`config.mk`:
```
export PLATFORM = sky130hd
export DESIGN_NAME = spi_norflash_responder
export DESIGN_NICKNAME = d
export VERILOG_FILES = /design/src/rtl/spi_norflash_responder.sv
export SDC_FILE = /design/constraint.sdc
export NUM_CORES = 1
export LEC_CHECK = 0
export CAP_MARGIN = 20
export CORE_MARGIN = 2
export CORE_UTILIZATION = 50
export CTS_CLUSTER_SIZE = 12
export DETAILED_ROUTE_END_ITERATION = 8
export GPL_TIMING_DRIVEN = 0
export PLACE_DENSITY = 0.64
export REMOVE_ABC_BUFFERS = 1
export SLEW_MARGIN = 5
export SYNTH_ARGS = -nofsm -noshare
export SYNTH_HDL_FRONTEND = slang
export SYNTH_SLANG_ARGS = --single-unit
export TNS_END_PERCENT = 100
```
`constraint.sdc`:
```
create_clock -name p_clk -period 28.9 [get_ports p_clk]
set_input_delay 8.67 -clock p_clk [delete_from_list [all_inputs] [get_ports p_clk]]
set_output_delay 8.67 -clock p_clk [all_outputs]
set_load 0.01 [all_outputs]
```
`src/rtl/spi_norflash_responder.sv`:
```
// Far-end responder for the wide-word SPI NOR-flash link: decodes a command/address
// word followed by a data word, and serves reads from or commits writes to a small register file.
module spi_norflash_responder #(
  parameter int LINEWIDE = 32,
  parameter int DEPTH    = 16,
  parameter int AW       = $clog2(DEPTH)
) (
  input  logic                p_clk,
  input  logic                p_rst,
  input  logic                s_clk,
  input  logic                s_css,
  input  logic [LINEWIDE-1:0] s_mosi,
  output logic [LINEWIDE-1:0] s_miso,
  output logic                bad_cmd
);

  localparam logic [7:0]          CMD_READ  = 8'h01;
  localparam logic [7:0]          CMD_WRITE = 8'h02;
  localparam logic [LINEWIDE-9:0] DEPTH_V   = (LINEWIDE-8)'(DEPTH);

  typedef enum logic [1:0] {IDLE, CMD, DATA, DONE} state_t;

  state_t state, state_d;

  logic clk_s1, clk_s2, clk_s3;
  logic css_s1, css_s2, css_s3;
  logic [LINEWIDE-1:0] mosi_s1, mosi_s2;

  logic rise, css_fall, css_rise;

  logic [LINEWIDE-1:0] mem [DEPTH];

  logic          is_write_q;
  logic          in_range_q;
  logic [AW-1:0] idx_q;

  logic          cmd_in_range;
  logic [AW-1:0] cmd_idx;
  logic          latch_cmd, do_read, do_write, set_bad, clr_miso;

  // Two-flop synchronisers; chip select idles high so its flops reset to 1.
  always_ff @(posedge p_clk or posedge p_rst) begin
    if (p_rst) begin
      clk_s1  <= 1'b0;
      clk_s2  <= 1'b0;
      clk_s3  <= 1'b0;
      css_s1  <= 1'b1;
      css_s2  <= 1'b1;
      css_s3  <= 1'b1;
      mosi_s1 <= '0;
      mosi_s2 <= '0;
    end else begin
      clk_s1  <= s_clk;
      clk_s2  <= clk_s1;
      clk_s3  <= clk_s2;
      css_s1  <= s_css;
      css_s2  <= css_s1;
      css_s3  <= css_s2;
      mosi_s1 <= s_mosi;
      mosi_s2 <= mosi_s1;
    end
  end

  assign rise     = clk_s2 & ~clk_s3;
  assign css_fall = ~css_s2 & css_s3;
  assign css_rise = css_s2 & ~css_s3;

  assign cmd_in_range = (mosi_s2[LINEWIDE-1:8] < DEPTH_V);
  assign cmd_idx      = mosi_s2[8+AW-1:8];

  always_ff @(posedge p_clk or posedge p_rst) begin
    if (p_rst) state <= IDLE;
    else       state <= state_d;
  end

  // Deselect is evaluated first so it overrides any coincident s_clk rise.
  always_comb begin
    state_d   = state;
    latch_cmd = 1'b0;
    do_read   = 1'b0;
    do_write  = 1'b0;
    set_bad   = 1'b0;
    clr_miso  = 1'b0;
    if (css_rise) begin
      state_d  = IDLE;
      clr_miso = 1'b1;
    end else begin
      case (state)
        IDLE: if (css_fall) state_d = CMD;
        CMD: begin
          if (rise) begin
            latch_cmd = 1'b1;
            case (mosi_s2[7:0])
              CMD_READ: begin
                do_read = 1'b1;
                state_d = DATA;
              end
              CMD_WRITE: state_d = DATA;
              default: begin
                set_bad = 1'b1;
                state_d = DONE;
              end
            endcase
          end
        end
        DATA: begin
          if (rise) begin
            do_write = is_write_q & in_range_q;
            state_d  = DONE;
          end
        end
        default: state_d = state;
      endcase
    end
  end

  always_ff @(posedge p_clk or posedge p_rst) begin
    if (p_rst) begin
      is_write_q <= 1'b0;
      in_range_q <= 1'b0;
      idx_q      <= '0;
    end else if (latch_cmd) begin
      is_write_q <= (mosi_s2[7:0] == CMD_WRITE);
      in_range_q <= cmd_in_range;
      idx_q      <= cmd_idx;
    end
  end

  always_ff @(posedge p_clk or posedge p_rst) begin
    if (p_rst) begin
      s_miso  <= '0;
      bad_cmd <= 1'b0;
    end else begin
      bad_cmd <= set_bad;
      if (clr_miso)     s_miso <= '0;
      else if (do_read) s_miso <= cmd_in_range ? mem[cmd_idx] : '0;
    end
  end

  always_ff @(posedge p_clk or posedge p_rst) begin
    if (p_rst) begin
      for (int unsigned i = 0; i < DEPTH; i++) mem[i] <= '0;
    end else if (do_write) begin
      mem[idx_q] <= mosi_s2;
    end
  end

endmodule
```
-- Word-level counts from Yosys, hierarchy flattened
Cells that the tools add are included.
- bits of input ports: 36
- word-level logic and storage cells: 86
- flip-flop bits (word level): 623
- reduce and logical (&&, ||, !) cells: 6
- $lt $le $gt $ge: 4
- multiplexer cells: 30
- bitwise logic cells: 9
- equal/unequal tests: 7
- operators with widths (cell ; count):
    512-bit bitwise mux ; 1
    32-bit two-way mux ; 6
    32-bit binary-select mux with 4-bit select ; 1
    32-bit demux with 4-bit select ; 1
    24-bit by 5-bit less-than comparator with 1-bit output, second input constant ; 1
    1-bit two-way mux ; 16
    5-bit greater-or-equal comparator, second input constant ; 2
    4-bit inverter with 5-bit output ; 2
    3-bit != test, second input constant ; 3
    8-bit by 1-bit equality test with 1-bit output, second input constant ; 1
    8-bit by 2-bit equality test with 1-bit output, second input constant ; 1
    2-bit two-way mux ; 4
    2-bit case mux with 3 select lines ; 1
    5-bit by 1-bit less-than comparator with 1-bit output, second input constant ; 1
    1-bit AND ; 4
    4-bit AND reduction ; 1
    4-bit nonzero test ; 1
    1-bit inverter ; 3
    2-bit by 1-bit equality test with 1-bit output, second input constant ; 1
    2-bit equality test, second input constant ; 1
    2-bit logical NOT ; 1
    2-bit nonzero test ; 1
    2-bit OR reduction ; 1
    1-bit logical AND ; 1

-- Longest topological paths before layout
Gate-level depths: netlist of run 1.
- depth in word-level cells: 7
- depth in mapped cells: 8
- gate-level depth less buffers: 6

-- Least setup slack after synthesis of run 1
No wires, ideal clock.
- kind: register to output
- start point: register s_miso[0]
- end point: output port s_miso[0]
- arrival time: 385 ps
- setup slack: 19845 ps
- stages on the path, launching flop included: 1
- path buffers: 0
- cell sequence: dfrtp_1
- RTL lines (element ; RTL line ; source):
    start: declaration ; 13 ; output logic [LINEWIDE-1:0] s_miso,
    start signal: assignment ; 136 ; else if (do_read) s_miso <= cmd_in_range ? mem[cmd_idx] : '0;
No word-level cell between the ends.

-- Worst setup path after layout of run 1
- start point: register s_miso[5]
- end point: output port s_miso[5]
No word-level cell between the ends.

==> summary.txt, run 1 <==
Placed design
  • PortBufs: 68
  • DP Worst Slack: 18.32 ns
  • DP HPWL: 38.3 mm
  • Placer Congestion: 0.708

Critical path
  • CP peak stage delay: 0.58 ns
  • CP cell instances: clkdlybuf4s50_1
  • Slowest cell on crit path: clkdlybuf4s50_1
  • CP startpoint kind: register
  • CP top delay family: buffers and inverters
  • Crit Path Max Fanout: 2
  • CP arrival: 1.65 ns
  • Critical setup path kind: reg2out
  • Crit path buffers/inverters: 1
  • Critical Path RT: 20.23 ns
  • CP Capture Type: primary output

Timing
  • Rel. slew slack: 38.7%
  • RSZ-0062 raised after global routing: no
  • Clock skew: 0.0240 ns
  • Tmin final: 10.32 ns
  • Worst hold slack: 0.345 ns
  • Period utilisation layout: 35.7%
  • Setup TNS: 0 ns
  • Setup Viol. Count Final: 0
  • Peak Freq: 0.0969 GHz
  • Worst-Margin Slew: 0.917 ns
  • Slew Limit Fails: 0
  • Final worst setup slack: 18.58 ns
  • Final Hold Viols: 0

Clock network
  • CTS root buffer: clkbuf_16
  • Hold Buf Count CTS: 0
  • Number of CTS-inserted buffers: 70
  • Clk_lat worst skew: 0.61 ns
  • Clk sinks: 623
  • CTS tree: done
  • Number of H-tree levels: 3
  • Post-CTS setup buffer count: 0
  • Worst-path clk slew: 0.06 ns
  • CTS resizes: 0
  • CTS Buffer Depth: 3

Logic synthesis
  • Post-synthesis cell type count: 39
  • Share of the synthesized area in the top cell type: 57.8%
  • Synthesized area: 0.0268 mm^2
  • Synth area leader: dfrtp_1
  • Area contributors post-synth: dfrtp_1, mux2_2, mux4_2, mux2i_1, a22oi_1
  • Sequential share of the synthesized area: 58.1%
  • Yosys reg bits: 623
  • Mapped Cells: 1783
  • FFs w/ async S/R, synth: 100%
  • Avg Inst Size Synth: 15.0 um^2
  • Yosys warnings: 0
  • Top FF cell, synth: dfrtp_1
  • Post-synth EDFFs: 0

Floorplan
  • Die Area: 0.0555 mm^2
  • Width of the die: 236 um
  • Die Y: 236 um
  • I/O pins: 69
  • CORE AREA: 0.0528 mm^2
  • Row count: 84
  • Initial Util: 50.9%

GRT
  • Met2 GRT Util: 37.9%
  • Vias in the first global route: 16344
  • Total Routing Usage GR: 22.9%
  • Grt peak-use layer: met2
  • Total global routing overflow: 0
  • GR Util met1: 31.0%
  • Largest net degree at the start of global routing: 131
  • First-pass GRT wire length: 97.4 mm
  • GRT met3 Usage: 4.01%
  • Initial antenna violation count: 0

Drt
  • Avg Vias per Cell: 5.91
  • Initial DRC count: 947
  • DR vias: 15118
  • DRT antenna net count: 0
  • Drt total wl: 61.6 mm
  • First-pass detailed-route iteration total: 5
  • DRC viols: 0
  • Routed length per placed instance: 24.0 um

Power
  • Maximum vdd drop: 0.0000432 V
  • Total power: 1910 uW
  • Power Dens Cells: 60.8 mW/mm^2
  • Pleak: 0.0150 uW

Cells and area
  • Share of cells above drive strength 1: 40.5%
  • # nets final: 1862
  • Most frequent cells in the layout: dfrtp_1, mux2_2, mux2i_1
  • Multi-input gate area: 0.0107 mm^2
  • Filler cells: 4013
  • Area growth syn-to-layout: 16.9%
  • Most common cell after layout, fill and taps aside: dfrtp_1
  • N_diodes: 0
  • Total area of sequential cells: 0.0156 mm^2

Run status
  • Status: finished, final reports clean

Flow run
  • MaxCap Viol Count: 0

Min path
  • HP Class: reg2reg
sequential cells by signal, indices dropped and copies added, names as in the netlist, 2 cells and up:
signal / count
state: 2
mem: 512
idx_q: 4
mosi_s1: 32
mosi_s2: 32
s_miso: 32
cells by family (layout without fill, tap and decap cells):
family | count (synthesis) | count (layout) | share of synthesized area (%)
xor gates and xnor gates | 1 | 1 | 0.0327
DFF | 623 | 623 | 58.1
AOI/OAI and AO/OA | 170 | 170 | 4.70
adders and majority gates | 4 | 4 | 0.187
and+or+nand+nor | 120 | 120 | 2.56
muxes | 709 | 709 | 31.8
buffers and inverters | 156 | 245 | 2.56
metal layers:
metal | vias up | wire length [um]
met5 | - | 0
met4 | 0 | 1640
met3 | 115 | 2430
met2 | 296 | 30400
met1 | 8097 | 27100
li1 | 6610 | -
path summary, 6_finish.rpt:
path / cells after the start / to / start / slack [ns]
setup / recovery: 1 / s_miso[5] / s_miso[5] / 18.58
hold / removal: 0 / mosi_s2[23] / mosi_s1[23] / 0.35
setup reg to reg: 8 / mem[362] / css_s3 / 25.60
hold reg to reg: 0 / mosi_s2[23] / mosi_s1[23] / 0.35
max in group asynchronous: 4 / mosi_s1[4] / p_rst / 18.96
min in group asynchronous: 2 / mem[307] / p_rst / 8.46
cell usage after synthesis (2+ instances only):
cell        n
a211oi_1   31
a21boi_0   31
a21oi_1     3
a22oi_1    64
and2_1      2
buf_1      31
buf_2      71
buf_4       3
clkbuf_1   47
dfrtp_1   620
dfstp_2     3
ha_1        4
inv_1       4
mux2_1     14
mux2_2    502
mux2i_1   129
mux4_2     64
nand2_1    39
nand2b_1    3
nand3_1     4
nand4b_1    3
nor2_1     14
nor2b_1    36
nor3_2      5
nor4_1      5
nor4_4      2
o21ai_0     4
o22ai_1     2
o31ai_1    32
or3_1       2
report_power, final:
group          internal [uW]  leakage (uW)  switching (uW)  total (uW)
combinational           36.1       0.00529            60.2        96.2
clock                    556       0.00117             351         906
sequential               882       0.00853            23.2         905
total                   1470        0.0150             434        1910
worst register-to-register path, stage by stage (launching register included):
cell	delay, ns
dfstp_2	0.51
inv_1	0.03
ha_1	0.27
nor3b_4	0.34
nand4b_1	0.46
nor3_4	0.80
buf_16	0.24
buf_8	0.17
mux2_2	0.35
through the flow:
step	std cells	utilization, %	area [um^2]
after CTS	2560	59.4	31400
after global routing	2560	59.4	31400
after detailed placement	2438	54.9	29000
final	2560	59.4	31400
after floorplan	1631	-	26200
after global placement	2387	52.5	27700
final cells by class:
cell class | instances | share of cell area (%)
Timing Repair Buffer | 119 | 5.72
Sequential cell | 623 | 49.8
Tap cell | 688 | 2.75
Clock inverter | 17 | 0.750
Clock buffer | 105 | 6.82
Inverter | 4 | 0.0718
Multi-Input combinational cell | 1004 | 34.1
No activity file was read; power rests on OpenSTA's default activity.
==> inputs of run 2 (changes only) <==
==> constraint.sdc (replaced) <==
create_clock -name p_clk -period 9.56 [get_ports p_clk]
set_input_delay 2.868 -clock p_clk [delete_from_list [all_inputs] [get_ports p_clk]]
set_output_delay 2.868 -clock p_clk [all_outputs]
set_load 0.01 [all_outputs]
==> results of run 2 <==
The final DEF is identical to that of run 1. Status: finished, final reports clean.
Main changes from that run: setup slack after placement 18.32 ns -> 4.78 ns; setup slack after layout 18.58 ns -> 5.04 ns; register-to-register setup slack 25.60 ns -> 6.26 ns; total power 1910 uW -> 5770 uW; worst IR drop on VDD 0.0000432 V -> 0.000131 V
==> inputs of run 3 (changes only) <==
==> constraint.sdc (replaced) <==
create_clock -name p_clk -period 4.73 [get_ports p_clk]
set_input_delay 1.419 -clock p_clk [delete_from_list [all_inputs] [get_ports p_clk]]
set_output_delay 1.419 -clock p_clk [all_outputs]
set_load 0.01 [all_outputs]
==> results of run 3 <==
The final DEF is identical to that of run 1. Status: finished, final reports clean.
Main changes from that run: setup slack after placement 18.32 ns -> 1.40 ns; setup slack after layout 18.58 ns -> 1.43 ns; start point of the critical path s_miso[5] -> css_s3; end point of the critical path s_miso[5] -> mem[362]; register-to-register setup slack 25.60 ns -> 1.43 ns; total power 1910 uW -> 11700 uW; worst IR drop on VDD 0.0000432 V -> 0.000264 V
